[src/rtl/country_road_sensor_if.sv]
// Country-road detector bundle: raw sensor and light state in, queue status out.
// The sensor block drives the slave side, the traffic controller the master side.
interface country_road_sensor_if #(
    parameter int CW = 4
);
    logic          sensor_raw;
    logic [1:0]    cntry;
    logic          X;
    logic [CW-1:0] car_count;
    logic          overflow;

    modport master (
        output sensor_raw, cntry,
        input  X, car_count, overflow
    );

    modport slave (
        input  sensor_raw, cntry,
        output X, car_count, overflow
    );
endinterface

[src/rtl/country_road_sensor.sv]
// Country-road loop detector conditioning: synchronizer, debounce FSM,
// and a saturating car queue that drains while the country light is green.
module country_road_sensor #(
    parameter int DEBOUNCE    = 4,
    parameter int PASS_CYCLES = 3,
    parameter int MAX_CARS    = 15,
    parameter int CW          = 4
) (
    input logic                  clock,
    input logic                  clear_n,
    country_road_sensor_if.slave bus
);
    localparam int DBW = (DEBOUNCE > 1) ? $clog2(DEBOUNCE) : 1;
    localparam int PTW = (PASS_CYCLES > 1) ? $clog2(PASS_CYCLES) : 1;
    localparam logic [DBW-1:0] DB_LAST = DBW'(DEBOUNCE - 1);
    localparam logic [PTW-1:0] PT_LAST = PTW'(PASS_CYCLES - 1);
    localparam logic [CW-1:0]  CNT_MAX = CW'(MAX_CARS);

    typedef enum logic [1:0] {
        IDLE,
        RISE_CHK,
        PRESENT,
        FALL_CHK
    } state_t;

    state_t         state_q, state_d;
    logic [DBW-1:0] db_q, db_d;
    logic [PTW-1:0] pt_q, pt_d;
    logic [CW-1:0]  count_q, count_d;
    logic           s1_q, s2_q;
    logic           x_q;
    logic           ovf_q, ovf_d;
    logic           arrival;
    logic           depart;
    logic           draining;

    always_ff @(posedge clock or negedge clear_n) begin
        if (!clear_n) begin
            s1_q    <= 1'b0;
            s2_q    <= 1'b0;
            state_q <= IDLE;
            db_q    <= '0;
            pt_q    <= '0;
            count_q <= '0;
            x_q     <= 1'b0;
            ovf_q   <= 1'b0;
        end else begin
            s1_q    <= bus.sensor_raw;
            s2_q    <= s1_q;
            state_q <= state_d;
            db_q    <= db_d;
            pt_q    <= pt_d;
            count_q <= count_d;
            x_q     <= (count_d != '0);
            ovf_q   <= ovf_d;
        end
    end

    // With DEBOUNCE == 1 the first sampled level is already accepted.
    always_comb begin
        state_d = state_q;
        db_d    = db_q;
        arrival = 1'b0;
        unique case (state_q)
            IDLE: begin
                if (s2_q) begin
                    if (DEBOUNCE == 1) begin
                        state_d = PRESENT;
                        arrival = 1'b1;
                    end else begin
                        state_d = RISE_CHK;
                        db_d    = DBW'(1);
                    end
                end
            end
            RISE_CHK: begin
                if (!s2_q) begin
                    state_d = IDLE;
                    db_d    = '0;
                end else if (db_q == DB_LAST) begin
                    state_d = PRESENT;
                    db_d    = '0;
                    arrival = 1'b1;
                end else begin
                    db_d = db_q + DBW'(1);
                end
            end
            PRESENT: begin
                if (!s2_q) begin
                    if (DEBOUNCE == 1) begin
                        state_d = IDLE;
                    end else begin
                        state_d = FALL_CHK;
                        db_d    = DBW'(1);
                    end
                end
            end
            FALL_CHK: begin
                if (s2_q) begin
                    state_d = PRESENT;
                    db_d    = '0;
                end else if (db_q == DB_LAST) begin
                    state_d = IDLE;
                    db_d    = '0;
                end else begin
                    db_d = db_q + DBW'(1);
                end
            end
            default: begin
                state_d = IDLE;
                db_d    = '0;
            end
        endcase
    end

    // Leaving green or an empty queue discards partial pass progress.
    always_comb begin
        draining = (bus.cntry == 2'd2) && (count_q != '0);
        depart   = draining && (pt_q == PT_LAST);
        pt_d     = '0;
        if (draining && !depart) begin
            pt_d = pt_q + PTW'(1);
        end
    end

    always_comb begin
        count_d = count_q;
        ovf_d   = ovf_q;
        if (arrival && !depart) begin
            if (count_q < CNT_MAX) begin
                count_d = count_q + CW'(1);
            end else begin
                ovf_d = 1'b1;
            end
        end else if (depart && !arrival) begin
            count_d = count_q - CW'(1);
        end
    end

    assign bus.X         = x_q;
    assign bus.car_count = count_q;
    assign bus.overflow  = ovf_q;
endmodule

[src/flat_wrapper.sv]
// flat-port wrapper written by rule: the top's interface ports become plain ports
module country_road_sensor_flat 
#(
    parameter int DEBOUNCE    = 4,
    parameter int PASS_CYCLES = 3,
    parameter int MAX_CARS    = 15,
    parameter int CW          = 4
)
  (clock, clear_n, bus_sensor_raw, bus_cntry, bus_X, bus_car_count, bus_overflow);
  country_road_sensor_if #(.CW(CW)) bus_i ();
  input logic clock;
  input logic clear_n;
  input wire logic [$bits(bus_i.sensor_raw)-1:0] bus_sensor_raw;
  input wire logic [$bits(bus_i.cntry)-1:0] bus_cntry;
  output wire logic [$bits(bus_i.X)-1:0] bus_X;
  output wire logic [$bits(bus_i.car_count)-1:0] bus_car_count;
  output wire logic [$bits(bus_i.overflow)-1:0] bus_overflow;
  assign bus_i.sensor_raw = bus_sensor_raw;
  assign bus_i.cntry = bus_cntry;
  assign bus_X = bus_i.X;
  assign bus_car_count = bus_i.car_count;
  assign bus_overflow = bus_i.overflow;
  country_road_sensor #(.DEBOUNCE(DEBOUNCE), .PASS_CYCLES(PASS_CYCLES), .MAX_CARS(MAX_CARS), .CW(CW)) u_core (.clock(clock), .clear_n(clear_n), .bus(bus_i));
endmodule
[config.mk]
export PLATFORM = sky130hd
export DESIGN_NAME = country_road_sensor_flat
export DESIGN_NICKNAME = d
export VERILOG_FILES = /design/src/rtl/country_road_sensor_if.sv /design/src/rtl/country_road_sensor.sv /design/src/flat_wrapper.sv
export SDC_FILE = /design/constraint.sdc
export NUM_CORES = 1
export LEC_CHECK = 0
export BUFFER_PORTS_ARGS = -buffer_cell sky130_fd_sc_hd__buf_2
export CAP_MARGIN = 20
export CORE_AREA = 2 2 42 44
export DETAILED_ROUTE_END_ITERATION = 12
export DIE_AREA = 0 0 44 46
export PLACE_DENSITY = 0.68
export SLEW_MARGIN = 40
export SYNTH_ARGS = -nofsm -noshare
export SYNTH_HDL_FRONTEND = slang
export SYNTH_SLANG_ARGS = --single-unit
[constraint.sdc]
create_clock -name clock -period 2.16 [get_ports clock]
set_input_delay 0.54 -clock clock [delete_from_list [all_inputs] [get_ports clock]]
set_output_delay 0.54 -clock clock [all_outputs]
set_load 0.03 [all_outputs]
==> metrics.cfg, run 1 <==
[routing]
antenna_left = 0
wl_um = 1380
wl_per_cell_um = 13.8
num_vias = 542
viasPerCell = 5.42
wl_met2_um = 745
wl_met1_um = 589
drtPass1Iterations = 2
drt_iter0_drc = 5
wl_met3_um = 34
maxUsedRoutingLayer = met4
drc = 0

[placed_design]
dp_slack_ns = -0.00766
gp_congestion = 0.834
dp_hpwl_um = 977
dp.cells = 95
io_buffers = 10

[synthesis]
avgSynthCellArea_sq_um = 11.3
yosysTopAreaCell = dfrtp_1
netlist_area_sq_um = 699
ys_types = 33
synthCells = 62
syn-num-nets = 71
synth_warnings = 0
ys_seq_area_frac = 0.501
synth_top_area_share = 0.501
ys_ff_latch = 14
netlist_top_cells_area = dfrtp_1 50%, ha_1 7.2%, mux2i_1 2.9%

[critical_path]
cp.required_ns = 2.31
cp_max_fo = 5
arrival_ns = 2.28
path_class = reg -> reg
crit_path_start_kind = register
critPathCaptureType = register

[timing]
worst_slew_pin_slew_ns = 0.426
fin_crit_sh = 0.986
period_minus_slack_ns = 2.13
hold_viol = 0
slew_headroom = 0.713
setup_viol = 0
skew_ns = 0.00280
worst_slack_ns = 0.0304
slew_violations = 0
rsz0062_at_grt = true
max_freq_mhz = 470

[floorplan]
num_rows = 15
die_w_um = 44
ioPinCount = 11
die-area_sq_mm = 0.00202
initial_core_util = 0.433
core_area_sq_mm = 0.00161
die_y_um = 46

[global_route]
antenna_found_initial = 0
first_global_vias = 513
grt_max_degree = 15
grt.overflow.total = 0
grt_usage = 0.149
grt_pass1_wl_um = 2150

[clocking]
root_buffer = clkbuf_4
cts_made_buffers = 3
cts_tree = yes
path_clk_slew_ns = 0.07
cts.sinks = 14
insertion_delay_ns = 0.27
h-tree-depth = 1
clk_path_buf_depth = 2

[layout]
layout.nets = 93
final_common_cell = dfrtp_1
mostFrequentLayoutCells = 12 x dfrtp_1, 10 x buf_2, 8 x buf_4
drive_above_1_share = 0.446
stdcell_count = 100
diodes = 0
area_delta_synth_final_pct = 31.7

[pwr]
ir_drop_mv = 0.704
power_density_mw_per_mm2 = 1130
power.total_uw = 1040
p_leak_uw = 0.000423

[min_path]
hp-class = in -> async

[status]
status = completed

[run]
cap_violations = 0

[sequential cells by signal, summed over array words and instances (netlist names), named ones only]
name                  cells
u_core.s1_q               1
u_core.s2_q               1
u_core.db_q               2
u_core.state_q            1
u_core.bus.overflow       1
u_core.bus.car_count      4
u_core.bus.X              1
u_core.pt_q               2
[power by group]
part	internal [uW]	switching [uW]
clock	71.5	74.0
combinational	226	277
sequential	340	51.9
[cell usage after synthesis (all sizes together)]
cell type  instances
nand4b             1
and2               1
mux2               1
a31o               1
nand2b             1
and4               1
o22a               1
xnor2              1
nand2              2
or3b               1
mux2i              2
buf                1
nor2               2
and3b              1
ha                 4
and4b              1
a22o               1
a31oi              2
a21oi              3
nand3              2
a311oi             1
xor2               1
a41o               1
o21ai              3
dfrtp             14
nor3               2
nand3b             2
or4                1
inv                4
o2bb2ai            1
nor4               1
o21a               1
[metal layers]
layer  global-route usage  vias to the layer above
met5                    0                        -
met1                0.202                      258
met3               0.0119                        2
li1                     -                      274
met2                0.232                        8
met4               0.0909                        0
[cell type report]
type,count,area [sq um]
clock buffers,4,26.3
fillers,139,693
inverters,4,15.0
multi-input cells,43,395
flip-flops and latches,14,353
well taps,17,21.3
repair buffers,18,110
[what timing repair did]
item / 4_1_cts / 5_1_grt
setup buffers: 0 / 1
hold buffers: 0 / 0
cloned: 0 / 0
resized for setup: 1 / 9
setup endpoints to repair: 1 / 1
[critical path: stages, from the launching register on]
cell	delay, ns
dfrtp_2	0.42
inv_2	0.09
ha_4	0.13
or3b_4	0.41
and4_4	0.18
a311oi_2	0.21
a21oi_2	0.07
or4_1	0.50
[worst paths after layout]
| kind | startpoint | end | slack (ns) | cells after the start |
|---|---|---|---|---|
| max | u_core.bus.car_count[1]$_DFF_PN0_ | u_core.bus.X$_DFF_PN0_ | 0.03 | 7 |
| min in group clock | u_core.s1_q$_DFF_PN0_ | u_core.s2_q$_DFF_PN0_ | 0.35 | 0 |
| min | clear_n | u_core.bus.car_count[1]$_DFF_PN0_ | 0.14 | 1 |
| max reg2reg | u_core.bus.car_count[1]$_DFF_PN0_ | u_core.bus.X$_DFF_PN0_ | 0.03 | 7 |
| min reg2reg | u_core.s1_q$_DFF_PN0_ | u_core.s2_q$_DFF_PN0_ | 0.35 | 0 |
| max in group asynchronous | clear_n | u_core.bus.car_count[0]$_DFF_PN0_ | 1.77 | 1 |
[cell families (layout without fill, tap and decap cells)]
group / count (synthesis) / count (layout) / share of synthesized area
AND/OR/NAND/NOR: 19 / 19 / 0.181
AO/OA/AOI/OAI: 15 / 15 / 0.148
buffers and inverters: 5 / 26 / 0.0286
adder cells (fa/ha/maj): 4 / 4 / 0.0716
flip-flops: 14 / 14 / 0.501
multiplexers: 3 / 3 / 0.0447
XOR/XNOR: 2 / 2 / 0.0250
[stage by stage]
| stage | hold slack [ns] | utilization | TNS (ns) | cell area (sq um) |
|---|---|---|---|---|
| 2_1_floorplan | 0.244 | - | -0.0524 | 714 |
| 3_5_place_dp | 0.343 | 0.516 | -0.00766 | 833 |
| 5_1_grt | 0.163 | 0.571 | -0.0708 | 921 |
| 6_report | 0.143 | 0.571 | 0 | 921 |
| 4_1_cts | 0.134 | 0.534 | 0 | 862 |
| 3_3_place_gp | 0.338 | 0.516 | 0 | 833 |
No activity file was read; power rests on OpenSTA's default activity.
==> run 2, diff against run 1 <==
--- a/config.mk
+++ b/config.mk
@@ -5,12 +5,12 @@
 export SDC_FILE = /design/constraint.sdc
 export NUM_CORES = 1
 export LEC_CHECK = 0
-export BUFFER_PORTS_ARGS = -buffer_cell sky130_fd_sc_hd__buf_2
+export BUFFER_PORTS_ARGS = -buffer_cell sky130_fd_sc_hd__buf_4
 export CAP_MARGIN = 20
-export CORE_AREA = 2 2 42 44
+export CORE_AREA = 2 2 39 41
 export DETAILED_ROUTE_END_ITERATION = 12
-export DIE_AREA = 0 0 44 46
-export PLACE_DENSITY = 0.68
+export DIE_AREA = 0 0 41 43
+export PLACE_DENSITY = 0.75
 export SLEW_MARGIN = 40
 export SYNTH_ARGS = -nofsm -noshare
 export SYNTH_HDL_FRONTEND = slang
==> constraint.sdc (replaced) <==
create_clock -name clock -period 2.7 [get_ports clock]
set_input_delay 0.675 -clock clock [delete_from_list [all_inputs] [get_ports clock]]
set_output_delay 0.675 -clock clock [all_outputs]
set_load 0.03 [all_outputs]
==> metrics.cfg, run 2 (synthesis gave the netlist of run 1 again) <==
[global_route]
first_global_vias = 524
grt.overflow.total = 0
grt_usage = 0.181
grt_pass1_wl_um = 2130
grt_max_degree = 15
antenna_found_initial = 0

[layout]
layout.nets = 85
area_delta_synth_final_pct = 18.1
mostFrequentLayoutCells = 14 x dfrtp_1, 10 x buf_4, 4 x inv_1, 4 x ha_1
largest_reg_flops = 4
final_common_cell = dfrtp_1
drive_above_1_share = 0.227
utilization = 0.597
diodes = 0
stdcell_count = 91

[routing]
drtPass1Iterations = 4
viasPerCell = 5.97
wl_per_cell_um = 13.7
wl_um = 1250
num_vias = 543
antenna_left = 0
drt_iter0_drc = 2
drc = 0

[placed_design]
dp_hpwl_um = 930
io_buffers = 10
dp.cells = 87
gp_congestion = 0.709

[timing]
rsz0062_at_grt = false
period_minus_slack_ns = 2.32
setup_viol = 0
fin_tns_setup_ns = 0
fin_crit_sh = 0.861
slew_violations = 0
hold_viol = 0
max_freq_mhz = 430
worst_slew_pin_slew_ns = 0.345
skew_ns = 0.00469
slew_headroom = 0.768

[pwr]
switching_share = 0.379
ir_drop_mv = 0.584
power_density_mw_per_mm2 = 946
clock_power_share = 0.190
seqPwrFrac = 0.433
p_int_uw = 485
switchingPower_uw = 296
power_frac_comb = 0.377
p_leak_uw = 0.000396

[critical_path]
cp_max_fo = 6
arrival_ns = 2.48
cp.required_ns = 2.86
crit_path_start_kind = register
path_cells = inv_1 -> ha_1 -> or3b_1 -> and4_4 -> a311oi_1 -> a21oi_1 -> or4_1
crit_path_top_delay_cell = or4_1
cpPeakStageDelay_ns = 0.52
path_class = reg -> reg
critPathCaptureType = register

[floorplan]
die-area_sq_mm = 0.00176
num_rows = 14
ioPinCount = 11
die_w_um = 41
die_y_um = 43
core_area_sq_mm = 0.00138
initial_core_util = 0.505

[status]
status = completed

[run]
cap_violations = 0

[clocking]
cts_setup_buffers = 0
cts.sinks = 14
insertion_delay_ns = 0.27
cts_tree = yes
clk_path_buf_depth = 2
postCtsResizedCells = 0
root_buffer = clkbuf_4
cts_made_buffers = 3
h-tree-depth = 1
cts_hold_buf = 0
path_clk_slew_ns = 0.09

[min_path]
hp-class = in -> async

run 2: cell count changes in the layout (fill, tap and decap cells not counted), moves of 2 or more:
cell and change:
buf_2 -10, dfrtp_2 -2, inv_2 -2, inv_1 +2, buf_4 +2, dfrtp_1 +2
a21oi_2 -2, a21oi_1 +2
run 2: stage by stage:
| step | setup WS, ns | total power, uW | hold slack [ns] | instance area (sq um) |
|---|---|---|---|---|
| floorplan | 0.331 | 543 | 0.331 | 699 |
| global placement | 0.433 | 625 | 0.334 | 790 |
| detailed placement | 0.378 | 638 | 0.339 | 790 |
| CTS | 0.366 | 788 | 0.232 | 826 |
| global route | 0.217 | 834 | 0.230 | 826 |
| finish | 0.376 | 781 | 0.230 | 826 |
run 2: worst max-delay path, delay by kind of cell, from the launching register on:
kind	cells	cell delay (ns)
compound gates	2	0.32
fa+ha+maj	1	0.16
buf+inv	1	0.11
flops	1	0.45
simple gates	3	1.16
run 2: power groups by stage:
stage	Sequential, uW	Combinational (uW)	Clock, uW
2_1_floorplan	381	162	0
3_3_place_gp	337	288	0
3_5_place_dp	342	296	0
4_1_cts	338	298	151
5_1_grt	347	325	161
6_report	338	294	148
run 2: routing by layer:
metal	vias to the layer above	GRT usage	wire length, um	part of all wire
met5	-	0	0	0
met4	0	0.0800	13	0.010
met3	2	0.0314	48	0.038
met2	11	0.300	651	0.52
met1	270	0.218	532	0.43
li1	260	-	-	-
run 2: layout make-up:
cell class / instances / area, sq um
flip-flops and latches: 14 / 350
well taps: 16 / 20.0
inverters: 4 / 15.0
fillers: 112 / 558
multi-input cells: 43 / 329
clock buffers: 4 / 36.3
repair buffers: 10 / 75.1
run 2: path summary, 6_finish.rpt:
| kind | from | endpoint | slack, ns | cells past startpoint |
|---|---|---|---|---|
| worst max-delay path | u_core.bus.car_count[1]$_DFF_PN0_ | u_core.bus.X$_DFF_PN0_ | 0.38 | 7 |
| worst min-delay path | clear_n | u_core.db_q[0]$_DFFE_PN0P_ | 0.23 | 1 |
| worst max register to register | u_core.bus.car_count[1]$_DFF_PN0_ | u_core.bus.X$_DFF_PN0_ | 0.38 | 7 |
| worst min register to register | u_core.s1_q$_DFF_PN0_ | u_core.s2_q$_DFF_PN0_ | 0.36 | 0 |
| max in group asynchronous | clear_n | asynchronous set/reset pin | 2.30 | 1 |
| min in group clock | u_core.s1_q$_DFF_PN0_ | u_core.s2_q$_DFF_PN0_ | 0.36 | 0 |
